### config.mk
export PLATFORM = sky130hd
export DESIGN_NAME = pe_input_flat
export DESIGN_NICKNAME = d
export VERILOG_FILES = /design/src/rtl/pe_input_if.sv /design/src/rtl/pe_input.sv /design/src/flat_wrapper.sv
export SDC_FILE = /design/constraint.sdc
export NUM_CORES = 1
export LEC_CHECK = 0
export ABC_AREA = 0
export CAP_MARGIN = 20
export CORE_MARGIN = 5
export CORE_UTILIZATION = 55
export CTS_CLUSTER_DIAMETER = 100
export DETAILED_ROUTE_END_ITERATION = 16
export DONT_BUFFER_PORTS = 1
export HOLD_SLACK_MARGIN = 0.15
export PLACE_DENSITY = 0.7
export SYNTH_ARGS = -nofsm -noshare
export SYNTH_HDL_FRONTEND = slang
export SYNTH_SLANG_ARGS = --single-unit
### constraint.sdc
create_clock -name clk -period 1.85 [get_ports clk]
set_input_delay 0.0925 -clock clk [delete_from_list [all_inputs] [get_ports clk]]
set_output_delay 0.0925 -clock clk [all_outputs]
set_load 0.005 [all_outputs]
### src/rtl/pe_input_if.sv
// rtl/pe_input_if.sv - PE link and output-arbiter signals of the router PE-injection port
interface pe_input_if #(
    parameter int DATA_WIDTH = 64
);
    logic                  pesi;
    logic [DATA_WIDTH-1:0] pedi;
    logic                  peri;

    logic                  request_cw_even;
    logic                  request_cw_odd;
    logic                  request_ccw_even;
    logic                  request_ccw_odd;
    logic                  grant_cw_even;
    logic                  grant_cw_odd;
    logic                  grant_ccw_even;
    logic                  grant_ccw_odd;
    logic [DATA_WIDTH-1:0] data_out_even;
    logic [DATA_WIDTH-1:0] data_out_odd;
    logic                  err_ovf;

    // PE plus arbiter side: drives send/data/grants, observes the router outputs
    modport master (
        output pesi, pedi,
        output grant_cw_even, grant_cw_odd, grant_ccw_even, grant_ccw_odd,
        input  peri,
        input  request_cw_even, request_cw_odd, request_ccw_even, request_ccw_odd,
        input  data_out_even, data_out_odd, err_ovf
    );

    modport slave (
        input  pesi, pedi,
        input  grant_cw_even, grant_cw_odd, grant_ccw_even, grant_ccw_odd,
        output peri,
        output request_cw_even, request_cw_odd, request_ccw_even, request_ccw_odd,
        output data_out_even, data_out_odd, err_ovf
    );
endinterface

### src/rtl/pe_input.sv
// rtl/pe_input.sv - router PE-injection port with even/odd single-entry VC buffers
module pe_input #(
    parameter int DATA_WIDTH = 64,
    parameter int DIR_BIT    = 62
) (
    input  logic       clk,
    input  logic       rst,
    input  logic       polarity,
    pe_input_if.slave  pe
);
    typedef enum logic {
        EMPTY = 1'b0,
        FULL  = 1'b1
    } buf_state_t;

    buf_state_t            state_e, state_e_nxt;
    buf_state_t            state_o, state_o_nxt;
    logic                  dir_e, dir_o;
    logic [DATA_WIDTH-1:0] data_e, data_o;
    logic                  err_q;

    logic peri_c;
    logic write_e, write_o;
    logic rel_e, rel_o;
    logic ovf;

    // polarity=0 lets the PE write even while odd forwards, and vice versa
    assign peri_c  = !rst && (polarity ? (state_o == EMPTY) : (state_e == EMPTY));
    assign write_e = pe.pesi && peri_c && !polarity;
    assign write_o = pe.pesi && peri_c &&  polarity;
    assign ovf     = pe.pesi && !peri_c && !rst;

    // Only the grant matching the stored direction frees a buffer; polarity is irrelevant here
    assign rel_e = (state_e == FULL) && (dir_e ? pe.grant_ccw_even : pe.grant_cw_even);
    assign rel_o = (state_o == FULL) && (dir_o ? pe.grant_ccw_odd  : pe.grant_cw_odd);

    always_comb begin
        state_e_nxt = state_e;
        state_o_nxt = state_o;
        if (rel_e)   state_e_nxt = EMPTY;
        if (write_e) state_e_nxt = FULL;
        if (rel_o)   state_o_nxt = EMPTY;
        if (write_o) state_o_nxt = FULL;
    end

    always_ff @(posedge clk) begin
        if (rst) begin
            state_e <= EMPTY;
            state_o <= EMPTY;
            dir_e   <= 1'b0;
            dir_o   <= 1'b0;
            data_e  <= '0;
            data_o  <= '0;
            err_q   <= 1'b0;
        end else begin
            state_e <= state_e_nxt;
            state_o <= state_o_nxt;
            if (write_e) begin
                data_e <= pe.pedi;
                dir_e  <= pe.pedi[DIR_BIT];
            end
            if (write_o) begin
                data_o <= pe.pedi;
                dir_o  <= pe.pedi[DIR_BIT];
            end
            if (ovf) err_q <= 1'b1;
        end
    end

    assign pe.peri             = peri_c;
    assign pe.request_cw_even  = (state_e == FULL) && !dir_e &&  polarity;
    assign pe.request_ccw_even = (state_e == FULL) &&  dir_e &&  polarity;
    assign pe.request_cw_odd   = (state_o == FULL) && !dir_o && !polarity;
    assign pe.request_ccw_odd  = (state_o == FULL) &&  dir_o && !polarity;
    assign pe.data_out_even    = data_e;
    assign pe.data_out_odd     = data_o;
    assign pe.err_ovf          = err_q;
endmodule

### src/flat_wrapper.sv
// flat-port wrapper written by rule: the top's interface ports become plain ports
module pe_input_flat 
#(
    parameter int DATA_WIDTH = 64,
    parameter int DIR_BIT    = 62
)
  (clk, rst, polarity, pe_pesi, pe_pedi, pe_grant_cw_even, pe_grant_cw_odd, pe_grant_ccw_even, pe_grant_ccw_odd, pe_peri, pe_request_cw_even, pe_request_cw_odd, pe_request_ccw_even, pe_request_ccw_odd, pe_data_out_even, pe_data_out_odd, pe_err_ovf);
  pe_input_if #(.DATA_WIDTH(DATA_WIDTH)) pe_i ();
  input  logic clk;
  input  logic rst;
  input  logic polarity;
  input wire logic [$bits(pe_i.pesi)-1:0] pe_pesi;
  input wire logic [$bits(pe_i.pedi)-1:0] pe_pedi;
  input wire logic [$bits(pe_i.grant_cw_even)-1:0] pe_grant_cw_even;
  input wire logic [$bits(pe_i.grant_cw_odd)-1:0] pe_grant_cw_odd;
  input wire logic [$bits(pe_i.grant_ccw_even)-1:0] pe_grant_ccw_even;
  input wire logic [$bits(pe_i.grant_ccw_odd)-1:0] pe_grant_ccw_odd;
  output wire logic [$bits(pe_i.peri)-1:0] pe_peri;
  output wire logic [$bits(pe_i.request_cw_even)-1:0] pe_request_cw_even;
  output wire logic [$bits(pe_i.request_cw_odd)-1:0] pe_request_cw_odd;
  output wire logic [$bits(pe_i.request_ccw_even)-1:0] pe_request_ccw_even;
  output wire logic [$bits(pe_i.request_ccw_odd)-1:0] pe_request_ccw_odd;
  output wire logic [$bits(pe_i.data_out_even)-1:0] pe_data_out_even;
  output wire logic [$bits(pe_i.data_out_odd)-1:0] pe_data_out_odd;
  output wire logic [$bits(pe_i.err_ovf)-1:0] pe_err_ovf;
  assign pe_i.pesi = pe_pesi;
  assign pe_i.pedi = pe_pedi;
  assign pe_i.grant_cw_even = pe_grant_cw_even;
  assign pe_i.grant_cw_odd = pe_grant_cw_odd;
  assign pe_i.grant_ccw_even = pe_grant_ccw_even;
  assign pe_i.grant_ccw_odd = pe_grant_ccw_odd;
  assign pe_peri = pe_i.peri;
  assign pe_request_cw_even = pe_i.request_cw_even;
  assign pe_request_cw_odd = pe_i.request_cw_odd;
  assign pe_request_ccw_even = pe_i.request_ccw_even;
  assign pe_request_ccw_odd = pe_i.request_ccw_odd;
  assign pe_data_out_even = pe_i.data_out_even;
  assign pe_data_out_odd = pe_i.data_out_odd;
  assign pe_err_ovf = pe_i.err_ovf;
  pe_input #(.DATA_WIDTH(DATA_WIDTH), .DIR_BIT(DIR_BIT)) u_core (.clk(clk), .rst(rst), .polarity(polarity), .pe(pe_i));
endmodule
==> flow_summary_export.csv <==
group,metric,value,unit
grt,antenna_found_initial,0,
die,die-area,11600,sq um
placement,placed_area,5350,sq um
hold_path,hp-start,"rst",
sta,finalSetupViolations,0,
logic_synthesis,async_flop_share,0,
route,routed_wl,12700,microns
cts,cts_root_buf,"clkbuf_8",
worst_setup_path,cp_slowest_stage_delay,0.56,ns
finish,fin_util,0.739,
sta,clock_skew,0.0120,ns
worst_setup_path,cp-end-kind,"register",
worst_setup_path,r2r_start,"u_core.pe.data_out_odd[62]",
worst_setup_path,arrival,2.06,ns
finish,multi_input_area,2230,sq um
logic_synthesis,synth_top_area_frac,0.499,
die,core-area,9280,sq um
cts,worstSkewPairLatency,0.51,ns
worst_setup_path,startpoint_type,"register",
status,status,"finished clean",
finish,final-seq-area,2620,sq um
route,ant_nets,0,
die,num_rows,35,
pwr,netSwitchingFraction,0.219,
die,ios,206,
sta,fmax,0.613,GHz
finish,stdcell_area,6860,sq um
cts,cts.path.max_buffers,2,
logic_synthesis,ys_warn_count,0,
logic_synthesis,ys_ff_latch,131,
placement,detailed_place_hpwl,8120,microns
route,vias,3605,
finish,drive_gt1_frac,0.0777,
logic_synthesis,syn_inst,501,
die,die_w,108,microns
sta,fin_crit_sh,0.882,
placement,port_buffers,0,
route,drt_first_pass_iters,4,
route,first_iter_violations,170,
worst_setup_path,path_class,"reg2reg",
pwr,powerDensity,1060,nW/um^2
die,chipHeight,108,microns
pwr,switching_power,1.59,mW
pwr,ir_worst_vdd,0.649,mV
worst_setup_path,required,2.28,ns
sta,hold_violations,0,
cts,clkTransAtPathRegs,0.06,ns
flow_run,maxCapViolations,0,
grt,gr-total-overflow,0,
finish,n_fill_cell,651,
worst_setup_path,path_cells,"mux2_2 > dlygate4sd3_1 > o21ai_0",
grt,grt_first_pass_wirelength,19600,microns
worst_setup_path,slowest_stage,"dlygate4sd3_1",
cts,tritoncts,"yes",
worst_setup_path,path_max_fanout,5,
sta,rsz0062_at_grt,"false",
route,drcViolationCount,0,
worst_setup_path,cp-startpoint,"u_core.pe.data_out_odd[62]",
logic_synthesis,ys_seq_area_frac,0.499,
hold_path,hold_path.class,"in2reg",
logic_synthesis,synth_area_leaders,"dfxtp_1, mux2i_1, nand2b_1, inv_1, buf_6",
logic_synthesis,synth_common_cells,"dfxtp_1, nand2b_1, mux2i_1, inv_1, clkbuf_1",
grt,grt_max_degree,134,
pwr,p_leak,3.60,nW
pwr,internal_power,5.67,mW
logic_synthesis,synth_top_area_cell,"dfxtp_1",
grt,track_usage,0.215,
sta,setup_tns,0,ns
placement,dp.cells,604,
route,via_per_inst,4.99,
logic_synthesis,avgSynthCellArea,10.5,sq um
logic_synthesis,synth_edf_count,0,
placement,gp_congestion,0.773,
cts,htreeDepth,4,
sta,relSlewSlack,0.695,
finish,areaGrowthSynthToFinish,30.5,%
finish,finalNonFillerCells,722,
logic_synthesis,ys_types,19,
cts,cts_made_buffers,17,
pwr,p_seq_frac,0.431,
grt,grt_pass1_vias,3791,
cts,numClockSinks,131,
logic_synthesis,synth_nets,573,
sta,tightest_slew,0.458,ns
sta,slew_viol_final,0,
logic_synthesis,synth_ff_type,"dfxtp_1",
pwr,p_clk_frac,0.493,
cts,post_cts_resized,0,
pwr,combPwrFrac,0.076,
route,wl_per_cell,17.7,microns
finish,layout.nets,651,
die,start_util,0.566,
sta,layout_min_cycle_time,1.63,ns
logic_synthesis,syn_area,5260,sq um
-- sequential cells by signal, indices dropped and copies added (netlist names) --
signal and count:
u_core.pe.data_out_even 64, u_core.state_o 1, u_core.pe.err_ovf 1, u_core.state_e 1
u_core.pe.data_out_odd 64
-- final timing paths --
| path | slack (ns) | depth (start not counted) | endpoint |
|---|---|---|---|
| min reg2reg | 0.50 | 2 | u_core.pe.data_out_even[40] |
| max reg2reg | 0.22 | 3 | u_core.state_o |
| min | 0.17 | 3 | u_core.state_o |
| max | 0.22 | 3 | u_core.state_o |
-- critical path, delay by kind of cell, from the launching register on --
family / cells / cell delay [ns]
buf+inv: 1 / 0.56
flops: 1 / 0.48
compound gates: 1 / 0.15
mux: 1 / 0.37
-- per-layer routing --
metal	vias to the layer above	track usage	routed length (microns)
met3	21	0.0936	1220
met5	-	0	0
li1	1741	-	-
met1	1708	0.236	4930
met4	0	0.0830	280
met2	135	0.366	6320
-- layout by cell type (no fill, tap or decap), types with 2 or more instances in the layout --
master and n:
buf_12 5, buf_4 6, bufinv_16 5, clkbuf_1 2
clkbuf_16 16, clkbuf_8 2, clkinv_4 4, clkinvlp_4 2
dfxtp_1 131, dlygate4sd3_1 79, inv_1 65, mux2_2 2
mux2i_1 129, nand2b_1 131, o21ai_0 2
-- through the flow --
step | hold slack, ns | worst slack [ns] | total power [mW]
2_1_floorplan | 0.218 | 0.408 | 3.47
3_3_place_gp | 0.213 | 0.373 | 3.53
3_5_place_dp | 0.223 | 0.329 | 3.55
4_1_cts | 0.157 | 0.0976 | 7.32
5_1_grt | 0.186 | 0.159 | 7.51
6_report | 0.169 | 0.219 | 7.26
-- cells by family after synthesis --
logic type | Yosys count | share of synthesized area
mux | 131 | 0.250
flops | 131 | 0.499
buf+inv | 97 | 0.0814
compound gates | 3 | 0.00309
simple gates | 139 | 0.167
-- cell type report --
cell class / instances / area share
Antenna cell: 1 / 0.000365
Sequential cell: 131 / 0.382
Timing Repair Buffer: 91 / 0.140
Clock inverter: 12 / 0.0299
Inverter: 65 / 0.0356
Tap cell: 129 / 0.0235
Multi-Input combinational cell: 273 / 0.325
Clock buffer: 20 / 0.0635
-- power groups by stage --
| stage | clock, mW | combinational [mW] | sequential, mW |
|---|---|---|---|
| final | 3.58 | 0.550 | 3.13 |
| after global routing | 3.76 | 0.604 | 3.15 |
| after CTS | 3.64 | 0.540 | 3.13 |
| after detailed placement | 0 | 0.364 | 3.19 |
| after global placement | 0 | 0.346 | 3.19 |
| after floorplan | 0 | 0.334 | 3.14 |
-- timing repair --
action / in CTS / in global routing
endpoints found under the hold margin: 131 / 0
buffers inserted: 0 / 5
hold buffers: 80 / 0
endpoints found under the setup margin: 0 / 4
(Power assumes the default switching activity.)
